[config.mk]
export PLATFORM = sky130hd
export DESIGN_NAME = vpf_count_pipe
export DESIGN_NICKNAME = d
export VERILOG_FILES = /design/src/rtl/vpf_count_pkg.sv /design/src/rtl/vpf_count_pipe_add_level.sv /design/src/rtl/vpf_count_pipe.sv
export SDC_FILE = /design/constraint.sdc
export NUM_CORES = 2
export LEC_CHECK = 0
export ABC_AREA = 1
export CAP_MARGIN = 20
export CORE_ASPECT_RATIO = 0.75
export CORE_MARGIN = 8
export CORE_UTILIZATION = 40
export CTS_BUF_LIST = sky130_fd_sc_hd__clkbuf_4 sky130_fd_sc_hd__clkbuf_8
export DETAILED_ROUTE_END_ITERATION = 10
export GPL_TIMING_DRIVEN = 0
export PLACE_DENSITY_LB_ADDON = 0.1
export SLEW_MARGIN = 30
export SYNTH_ARGS = -nofsm -noshare
export SYNTH_HDL_FRONTEND = slang
export SYNTH_SLANG_ARGS = --single-unit
[constraint.sdc]
create_clock -name clock -period 19.7 [get_ports clock]
set_input_delay 1.97 -clock clock [delete_from_list [all_inputs] [get_ports clock]]
set_output_delay 1.97 -clock clock [all_outputs]
set_load 0.01 [all_outputs]
[src/rtl/vpf_count_pkg.sv]
// Shared constants and helpers for the VPF hit-count pipeline.
// count1s does the per-group popcount; the remaining constant functions size
// the adder tree (group count, tree depth, per-level group count and width).
package vpf_count_pkg;

    localparam int GRP_W = 32'sd6;   // VPF bits per popcount group
    localparam int PC_W  = 32'sd3;   // width of a 6-bit popcount

    // Number of set bits in one 6-bit group.
    function automatic logic [2:0] count1s(input logic [5:0] v);
        logic [2:0] n;
        n = 3'd0;
        for (int i = 32'sd0; i < 32'sd6; i++) begin
            n = n + {2'b00, v[i]};
        end
        return n;
    endfunction

    // Width needed to hold any count from 0 to size inclusive.
    function automatic int cnt_width(input int size);
        return $clog2(size + 32'sd1);
    endfunction

    // Pairwise-add levels needed to reduce ng groups to one (0 when ng is already 1).
    function automatic int tree_levels(input int ng);
        if (ng <= 32'sd1) begin
            return 32'sd0;
        end else begin
            return $clog2(ng);
        end
    endfunction

    // Partial sums present after lvl pairwise-add levels (odd leftovers carried up).
    function automatic int grp_count(input int ng, input int lvl);
        int n;
        n = ng;
        for (int i = 32'sd0; i < lvl; i++) begin
            n = (n + 32'sd1) / 32'sd2;
        end
        return n;
    endfunction

    // Partial-sum width after lvl levels: grows one bit per level, capped at cntw.
    function automatic int lvl_width(input int lvl, input int cntw);
        int w;
        w = PC_W + lvl;
        if (w > cntw) begin
            return cntw;
        end else begin
            return w;
        end
    endfunction

endpackage

[src/rtl/vpf_count_pipe_add_level.sv]
// One registered level of the popcount adder tree.
// Adds neighbouring partial sums pairwise; an odd trailing input is paired
// with an implicit zero by padding the input bus. The sum width grows by one
// bit but never beyond W_CAP, the width of the final count, which already
// covers the largest value the tree can produce.
module vpf_add_level #(
    parameter  int N_IN  = 2,
    parameter  int W_IN  = 3,
    parameter  int W_CAP = 10,
    localparam int N_OUT = (N_IN + 32'sd1) / 32'sd2,
    localparam int W_OUT = ((W_IN + 32'sd1) > W_CAP) ? W_CAP : (W_IN + 32'sd1)
)(
    input  logic                     clock,
    input  logic [N_IN*W_IN-1:0]     i_data,
    output logic [N_OUT*W_OUT-1:0]   o_data
);

    localparam int W_PAD = 32'sd2 * N_OUT * W_IN;

    logic [W_PAD-1:0]       w_pad;
    logic [N_OUT*W_OUT-1:0] w_sum;
    logic [N_OUT*W_OUT-1:0] r_sum;

    assign w_pad = W_PAD'(i_data);

    // Pairwise sums of the (zero-padded) input partial sums.
    always_comb begin
        w_sum = '0;
        for (int g = 32'sd0; g < N_OUT; g++) begin
            w_sum[g*W_OUT +: W_OUT] = W_OUT'(w_pad[(32'sd2*g)*W_IN +: W_IN])
                                    + W_OUT'(w_pad[(32'sd2*g+32'sd1)*W_IN +: W_IN]);
        end
    end

    // Pipeline register for this level; data path carries no reset.
    always_ff @(posedge clock) begin
        r_sum <= w_sum;
    end

    assign o_data = r_sum;

endmodule

[src/rtl/vpf_count_pipe.sv]
// Pipelined VPF hit counter with overflow flag and overflow-event tally.
// Stage 0 captures the VPF vector on latch_i, stage 1 popcounts 6-bit groups,
// L registered adder levels reduce to one count, and an output stage registers
// cnt_o/overflow_o/valid_o together. A shift register of latch_i tags which
// output cycles carry a real sample.
// Optional feature macro: VPF_COUNT_PEAK_HOLD_EN enables the peak_o
// max-hold register; without it peak_o is tied to zero.
module vpf_count_pipe
    import vpf_count_pkg::*;
#(
    parameter  int SIZE      = 768,
    parameter  int OVF_CNT_W = 16,
    localparam int CNTW      = cnt_width(SIZE)
)(
    input  logic                 clock,
    input  logic                 reset_n,
    input  logic                 latch_i,
    input  logic [SIZE-1:0]      vpfs_i,
    input  logic [CNTW-1:0]      thresh_i,
    input  logic                 clear_i,
    output logic [CNTW-1:0]      cnt_o,
    output logic                 valid_o,
    output logic                 overflow_o,
    output logic [OVF_CNT_W-1:0] ovf_cnt_o,
    output logic [CNTW-1:0]      peak_o
);

    localparam int NG   = (SIZE + GRP_W - 32'sd1) / GRP_W;
    localparam int L    = tree_levels(NG);
    localparam int PADW = NG * GRP_W;

    logic [PADW-1:0]      w_vpfs_pad;
    logic [PADW-1:0]      r_vpfs;
    logic [NG*PC_W-1:0]   w_pc;
    logic [NG*PC_W-1:0]   r_pc;
    logic [CNTW-1:0]      w_tree_cnt;
    logic [L+1:0]         r_vld;
    logic [CNTW-1:0]      r_cnt;
    logic                 r_ovf;
    logic                 r_valid;
    logic [OVF_CNT_W-1:0] r_ovf_cnt;

    // Unused top bits of the last group count as zero hits.
    assign w_vpfs_pad = PADW'(vpfs_i);

    // Stage 0: capture the vector on latch_i (ignored in reset), otherwise hold.
    always_ff @(posedge clock) begin
        if (reset_n && latch_i) begin
            r_vpfs <= w_vpfs_pad;
        end else begin
            r_vpfs <= r_vpfs;
        end
    end

    // Per-group popcount of the captured vector.
    always_comb begin
        w_pc = '0;
        for (int g = 32'sd0; g < NG; g++) begin
            w_pc[g*PC_W +: PC_W] = count1s(r_vpfs[g*GRP_W +: GRP_W]);
        end
    end

    // Stage 1: register group popcounts.
    always_ff @(posedge clock) begin
        r_pc <= w_pc;
    end

    // Adder tree: level k reduces grp_count(NG,k) sums to grp_count(NG,k+1).
    if (L == 32'sd0) begin : gen_no_tree
        assign w_tree_cnt = CNTW'(r_pc);
    end else begin : gen_tree
        for (genvar k = 0; k < L; k++) begin : gen_lvl
            localparam int NI = grp_count(NG, k);
            localparam int WI = lvl_width(k, CNTW);
            localparam int NO = grp_count(NG, k + 32'sd1);
            localparam int WO = lvl_width(k + 32'sd1, CNTW);

            logic [NI*WI-1:0] w_in;
            logic [NO*WO-1:0] w_out;

            if (k == 0) begin : gen_src
                assign w_in = r_pc;
            end else begin : gen_src
                assign w_in = gen_lvl[k-1].w_out;
            end

            vpf_add_level #(
                .N_IN  (NI),
                .W_IN  (WI),
                .W_CAP (CNTW)
            ) u_add_level (
                .clock  (clock),
                .i_data (w_in),
                .o_data (w_out)
            );
        end
        assign w_tree_cnt = CNTW'(gen_lvl[L-1].w_out);
    end

    // Valid tag shift register aligned with the data stages; cleared by reset.
    always_ff @(posedge clock) begin
        if (!reset_n) begin
            r_vld <= '0;
        end else begin
            r_vld <= {r_vld[L:0], latch_i};
        end
    end

    // Output stage: count, overflow and valid registered together.
    always_ff @(posedge clock) begin
        if (!reset_n) begin
            r_cnt   <= '0;
            r_ovf   <= 1'b0;
            r_valid <= 1'b0;
        end else if (r_vld[L+1]) begin
            r_cnt   <= w_tree_cnt;
            r_ovf   <= (w_tree_cnt > thresh_i);
            r_valid <= 1'b1;
        end else begin
            r_cnt   <= r_cnt;
            r_ovf   <= 1'b0;
            r_valid <= 1'b0;
        end
    end

    // Saturating tally of overflowing samples; clear beats a coincident count.
    always_ff @(posedge clock) begin
        if (!reset_n) begin
            r_ovf_cnt <= '0;
        end else if (clear_i) begin
            r_ovf_cnt <= '0;
        end else if (r_valid && r_ovf && (r_ovf_cnt != {OVF_CNT_W{1'b1}})) begin
            r_ovf_cnt <= r_ovf_cnt + OVF_CNT_W'(1'b1);
        end else begin
            r_ovf_cnt <= r_ovf_cnt;
        end
    end

`ifdef VPF_COUNT_PEAK_HOLD_EN
    logic [CNTW-1:0] r_peak;

    // Peak hold: track the largest valid count since the last clear.
    always_ff @(posedge clock) begin
        if (!reset_n) begin
            r_peak <= '0;
        end else if (clear_i) begin
            r_peak <= '0;
        end else if (r_valid && (r_cnt > r_peak)) begin
            r_peak <= r_cnt;
        end else begin
            r_peak <= r_peak;
        end
    end

    assign peak_o = r_peak;
`else
    assign peak_o = '0;
`endif

    assign cnt_o      = r_cnt;
    assign overflow_o = r_ovf;
    assign valid_o    = r_valid;
    assign ovf_cnt_o  = r_ovf_cnt;

endmodule
-- Word level (Yosys, flattened, before mapping)
Cells that the tools add are included.
- add/subtract/negate cells: 768
- magnitude comparators: 1
- eq/ne operators: 1
- multiplexer cells: 1
- bitwise operators: 1
- reductions and logical operators: 5
- operators by type and width (cell ; number):
    $add A3 B1 Y3 ; 384
    $add A2 B1 Y3 ; 128
    $add A1 B1 Y2 ; 128
    $add A3 B3 Y4 ; 64
    $add A4 B4 Y5 ; 32
    $add A5 B5 Y6 ; 16
    $add A6 B6 Y7 ; 8
    $add A7 B7 Y8 ; 4
    $add A8 B8 Y9 ; 2
    $add A16 B1 Y16 const B ; 1
    $ne A16 B16 Y1 const B ; 1
    $add A9 B9 Y10 ; 1
    $gt A10 B10 Y1 ; 1
    $logic_and A1 B1 Y1 ; 3
    $reduce_and A2 Y1 ; 1
    $reduce_or A2 Y1 ; 1
    $mux W1 ; 1
    $not A1 Y1 ; 1
- register bits: 1817
- output and inout bits: 38
- logic and storage cells: 791

-- Depth between registers and ports, before layout
- word-level depth: 5
- depth in mapped cells: 10
- mapped depth without buffers: 10

-- Cells and area by module
From an unflattened synthesis, not the netlist that was laid out.
- cells, all modules: 5888
- area, all modules: 75213.4 um^2
- modules (own cells, without submodules) (module ; times used ; cells an instance ; area each (um^2) ; seq. area each (um^2)):
    vpf_count_pipe ; 1 ; 2784 ; 45155.8 ; 31490.2
    vpf_add_level (gen_tree.gen_lvl[0].u_add_level) ; 1 ; 924 ; 10835.4 ; 5124.9
    vpf_add_level (gen_tree.gen_lvl[1].u_add_level) ; 1 ; 790 ; 7654.8 ; 3203.1
    vpf_add_level (gen_tree.gen_lvl[2].u_add_level) ; 1 ; 580 ; 5012.3 ; 1921.8
    vpf_add_level (gen_tree.gen_lvl[3].u_add_level) ; 1 ; 340 ; 2965.3 ; 1121.1
    vpf_add_level (gen_tree.gen_lvl[4].u_add_level) ; 1 ; 240 ; 1865.5 ; 640.6
    vpf_add_level (gen_tree.gen_lvl[5].u_add_level) ; 1 ; 138 ; 1081.0 ; 360.3
    vpf_add_level (gen_tree.gen_lvl[6].u_add_level) ; 1 ; 92 ; 643.1 ; 200.2

-- Least setup slack after synthesis
No wires, ideal clock.
- path kind: input to register
- start: input reset_n
- end: register r_vpfs[0] (enable)
- arrival: 17107 ps
- data required time: 18590 ps
- setup slack: 1483 ps
- stages on the path: 3
- path buffers: 1
- cells stage by stage: clkbuf_1 > nand2_1 > inv_1
- cells in the longest elaborated chain, start to end: 1
- ends and longest elaborated chain (element ; line ; text):
    start, declared ; vpf_count_pipe.sv:16 ; input logic reset_n,
    $logic_and A1 B1 Y1 ; vpf_count_pipe.sv:48 ; if (reset_n && latch_i) begin
    end signal, assigned ; vpf_count_pipe.sv:49 ; r_vpfs <= w_vpfs_pad;
    end signal, assigned ; vpf_count_pipe.sv:51 ; r_vpfs <= r_vpfs;
    end, declared ; vpf_count_pipe.sv:33 ; logic [PADW-1:0] r_vpfs;
No other way between the ends.
A chain may end at the register's enable or synchronous reset.

-- Final worst setup path
- start: input reset_n
- end: register r_vpfs[617] (enable)
The elaborated chain is that of the path after synthesis.

==> results.sh <==
export IMPL_status="finished, final reports clean"
export IMPL_synth_seq_cells=1817
export IMPL_fin_crit_ns=4.85
export IMPL_clk_latency_ns=0.98
export IMPL_p_seq_share_pct=42.6
export IMPL_wl_mm=152
export IMPL_antenna_found_initial=40
export IMPL_cts_tree="yes"
export IMPL_core_rowCount=136
export IMPL_cp_arrival_ns=5.41
export IMPL_grt_pass1_wl_mm=236
export IMPL_clock_path_buffers=4
export IMPL_hold_class="reg -> reg"
export IMPL_pin_count=820
export IMPL_dieWidth_um=512
export IMPL_drtIter0Drc=1619
export IMPL_synth_edf_count=768
export IMPL_p_leak_nw=41.3
export IMPL_cp_max_fo=94
export IMPL_nNetsFinal=8537
export IMPL_final_core_util_pct=50.1
export IMPL_timing_rr_end="gen_tree.gen_lvl[0].w_in[130]"
export IMPL_peakVddDrop_uv=56.3
export IMPL_fin_skew_ns=0.0779
export IMPL_hold_start="r_vld[5]"
export IMPL_drcViolationCount=0
export IMPL_yosysUniqueCellTypes=34
export IMPL_yosys_cell_count_top_type="inv_1"
export IMPL_synth_area_top_cells="edfxtp_1, dfxtp_1, fa_1"
export IMPL_synth_ff_type="dfxtp_1"
export IMPL_vias_per_cell=4.27
export IMPL_swShare_pct=32.1
export IMPL_yosys_warnings=0
export IMPL_critPathKind="in -> reg"
export IMPL_worstPathRequired_ns=20.26
export IMPL_synth_top_area_share_pct=31.2
export IMPL_syn_area_mm2=0.0738
export IMPL_first_global_vias=42933
export IMPL_maxSlewViolCount=0
export IMPL_core_area_mm2=0.183
export IMPL_regToRegSetupSlack_ns=17.28
export IMPL_cts_reportedPaths_clkPinSlew_ns=0.06
export IMPL_power_frac_comb_pct=31.0
export IMPL_setup_viol=0
export IMPL_async_flop_share_pct=0
export IMPL_hold_depth=2
export IMPL_seq_area_frac_synth_pct=59.7
export IMPL_clkSinkCount=1817
export IMPL_cts_root_buf="clkbuf_8"
export IMPL_startpoint_type="input pin"
export IMPL_grt_overflow=0
export IMPL_dp_hpwl_mm=117
export IMPL_fin_crit_sh_pct=24.6
export IMPL_slew_limit_headroom_pct=47.4
export IMPL_ctsResizeCount=0
export IMPL_power_density_mw_per_mm2=145
export IMPL_syn_area_per_cell_um2=13.5
export IMPL_dp_cells=8706
export IMPL_min_to="r_vld[6]"
export IMPL_intPower_mw=9.01
export IMPL_gp_congestion=0.796
export IMPL_tightest_slew_ns=0.780
export IMPL_area_growth_pct=24.3
export IMPL_ctsHtreeMaxLevel=5
export IMPL_start_util_pct=40.3
export IMPL_finalHoldViolCount=0
export IMPL_numCtsBuffers=311
export IMPL_grt_max_degree=95
export IMPL_place_port_buffers=809
export IMPL_stdcell_count=9281
export IMPL_die_h_um=388
export IMPL_dieArea_mm2=0.199
export IMPL_p_total_mw=13.3
export IMPL_rsz0062_at_grt="false"
export IMPL_ant_nets=0
export IMPL_clkPwrFrac_pct=26.5
export IMPL_synthCells=5464
export IMPL_dr_pass1_iters=5
export IMPL_yosys_area_top_type="edfxtp_1"
export IMPL_fmax_ghz=0.206
export IMPL_maxCapViolCount=0
export IMPL_post_cts_buffers=0
export IMPL_num_vias=39651
export IMPL_avgRoutedWirePerCell_um=16.4
export IMPL_synthTopCellsByCount="inv_1, dfxtp_1, edfxtp_1, ha_1, fa_1"
export IMPL_switching_power_mw=4.27
export IMPL_drive_gt1_share_pct=8.37
export IMPL_endpoint_kind="flip-flop"
export IMPL_reg2reg_depth=6
export IMPL_timing_rr_start="r_vpfs[258]"
export IMPL_hold_buffers=0
export IMPL_track_usage_pct=15.2
metrics by stage:
| step | setup slack [ns] | cell area [um^2] | hold slack (ns) | TNS (ns) |
|---|---|---|---|---|
| 6_report | 14.85 | 91800 | 0.412 | 0 |
| 5_1_grt | 14.74 | 91800 | 0.445 | 0 |
| 3_3_place_gp | -7.02 | 85000 | 0.396 | -5207.73 |
| 3_5_place_dp | 13.91 | 85200 | 0.401 | 0 |
| 4_1_cts | 14.99 | 91700 | 0.414 | 0 |
| 2_1_floorplan | 1.48 | 73900 | 0.390 | 0 |
cells in the final DEF (no fill, tap or decap), types with 26 or more instances in the layout:
cell                n
inv_1            1303
dfxtp_1          1049
xnor2_1            94
diode_2            28
edfxtp_1          768
fa_1              511
nand2_1           302
clkdlybuf4s50_1   809
a21oi_1           250
nor2_1             63
xor2_1            155
clkbuf_8          373
o21bai_1           26
nand3_1           203
o21ai_0            42
clkbuf_4          124
ha_1              640
worst max-delay path, cell delays in order:
cell and delay (ns):
clkdlybuf4s50_1 0.55, clkbuf_1 0.37, nand2_1 0.24, inv_8 0.33, buf_16 0.36, buf_16 0.38, buf_16 0.38, buf_16 0.40
sequential cells by signal (all words and copies together) (netlist names):
signal / flops
r_vpfs: 768
gen_tree.gen_lvl.u_add_level.o_data: 628
gen_tree.gen_lvl.w_in: 384
ovf_cnt_o: 16
cnt_o: 10
r_vld: 9
overflow_o: 1
valid_o: 1
layer usage:
metal  share of wire (%)  track usage, %
met5               0.033               0
met2                  47            24.5
met4                 2.6            5.41
met1                  45            19.8
met3                 5.2            4.02
logic make-up after synthesis:
kind of cell    after synthesis  synth area share [%]
compound gates              330                  2.37
xor+xnor                    249                  2.95
fa+ha+maj                  1151                  24.7
buf+inv                    1322                  6.79
flops                      1817                  59.7
other cells                   1               0.00508
simple gates                594                  3.50
worst max path at each step:
stage             endpoint     from  cells after the start
6_report       r_vpfs[617]  reset_n                      8
5_1_grt        r_vpfs[623]  reset_n                      8
4_1_cts        r_vpfs[475]  reset_n                      8
3_5_place_dp   r_vpfs[622]  reset_n                      8
3_3_place_gp   r_vpfs[588]  reset_n                      4
2_1_floorplan    r_vpfs[0]  reset_n                      3
power by group through the flow:
stage	Combinational [mW]	Clock, mW	Sequential (mW)
global route	4.86	3.83	5.77
CTS	4.24	3.67	5.68
floorplan	2.95	0	5.55
finish	4.11	3.51	5.65
detailed placement	4.18	0	5.74
global placement	4.12	0	5.82
layout make-up:
class / instances / area [um^2]
well taps: 2415 / 3020
plain buffers: 15 / 111
flip-flops and latches: 1817 / 44100
clock inverters: 51 / 435
multi-input cells: 2334 / 24800
diodes: 28 / 70.1
fillers: 15978 / 91500
inverters: 1307 / 4910
repair buffers: 818 / 8350
clock buffers: 496 / 6050
Note: power is estimated with default switching activity, not from simulation.
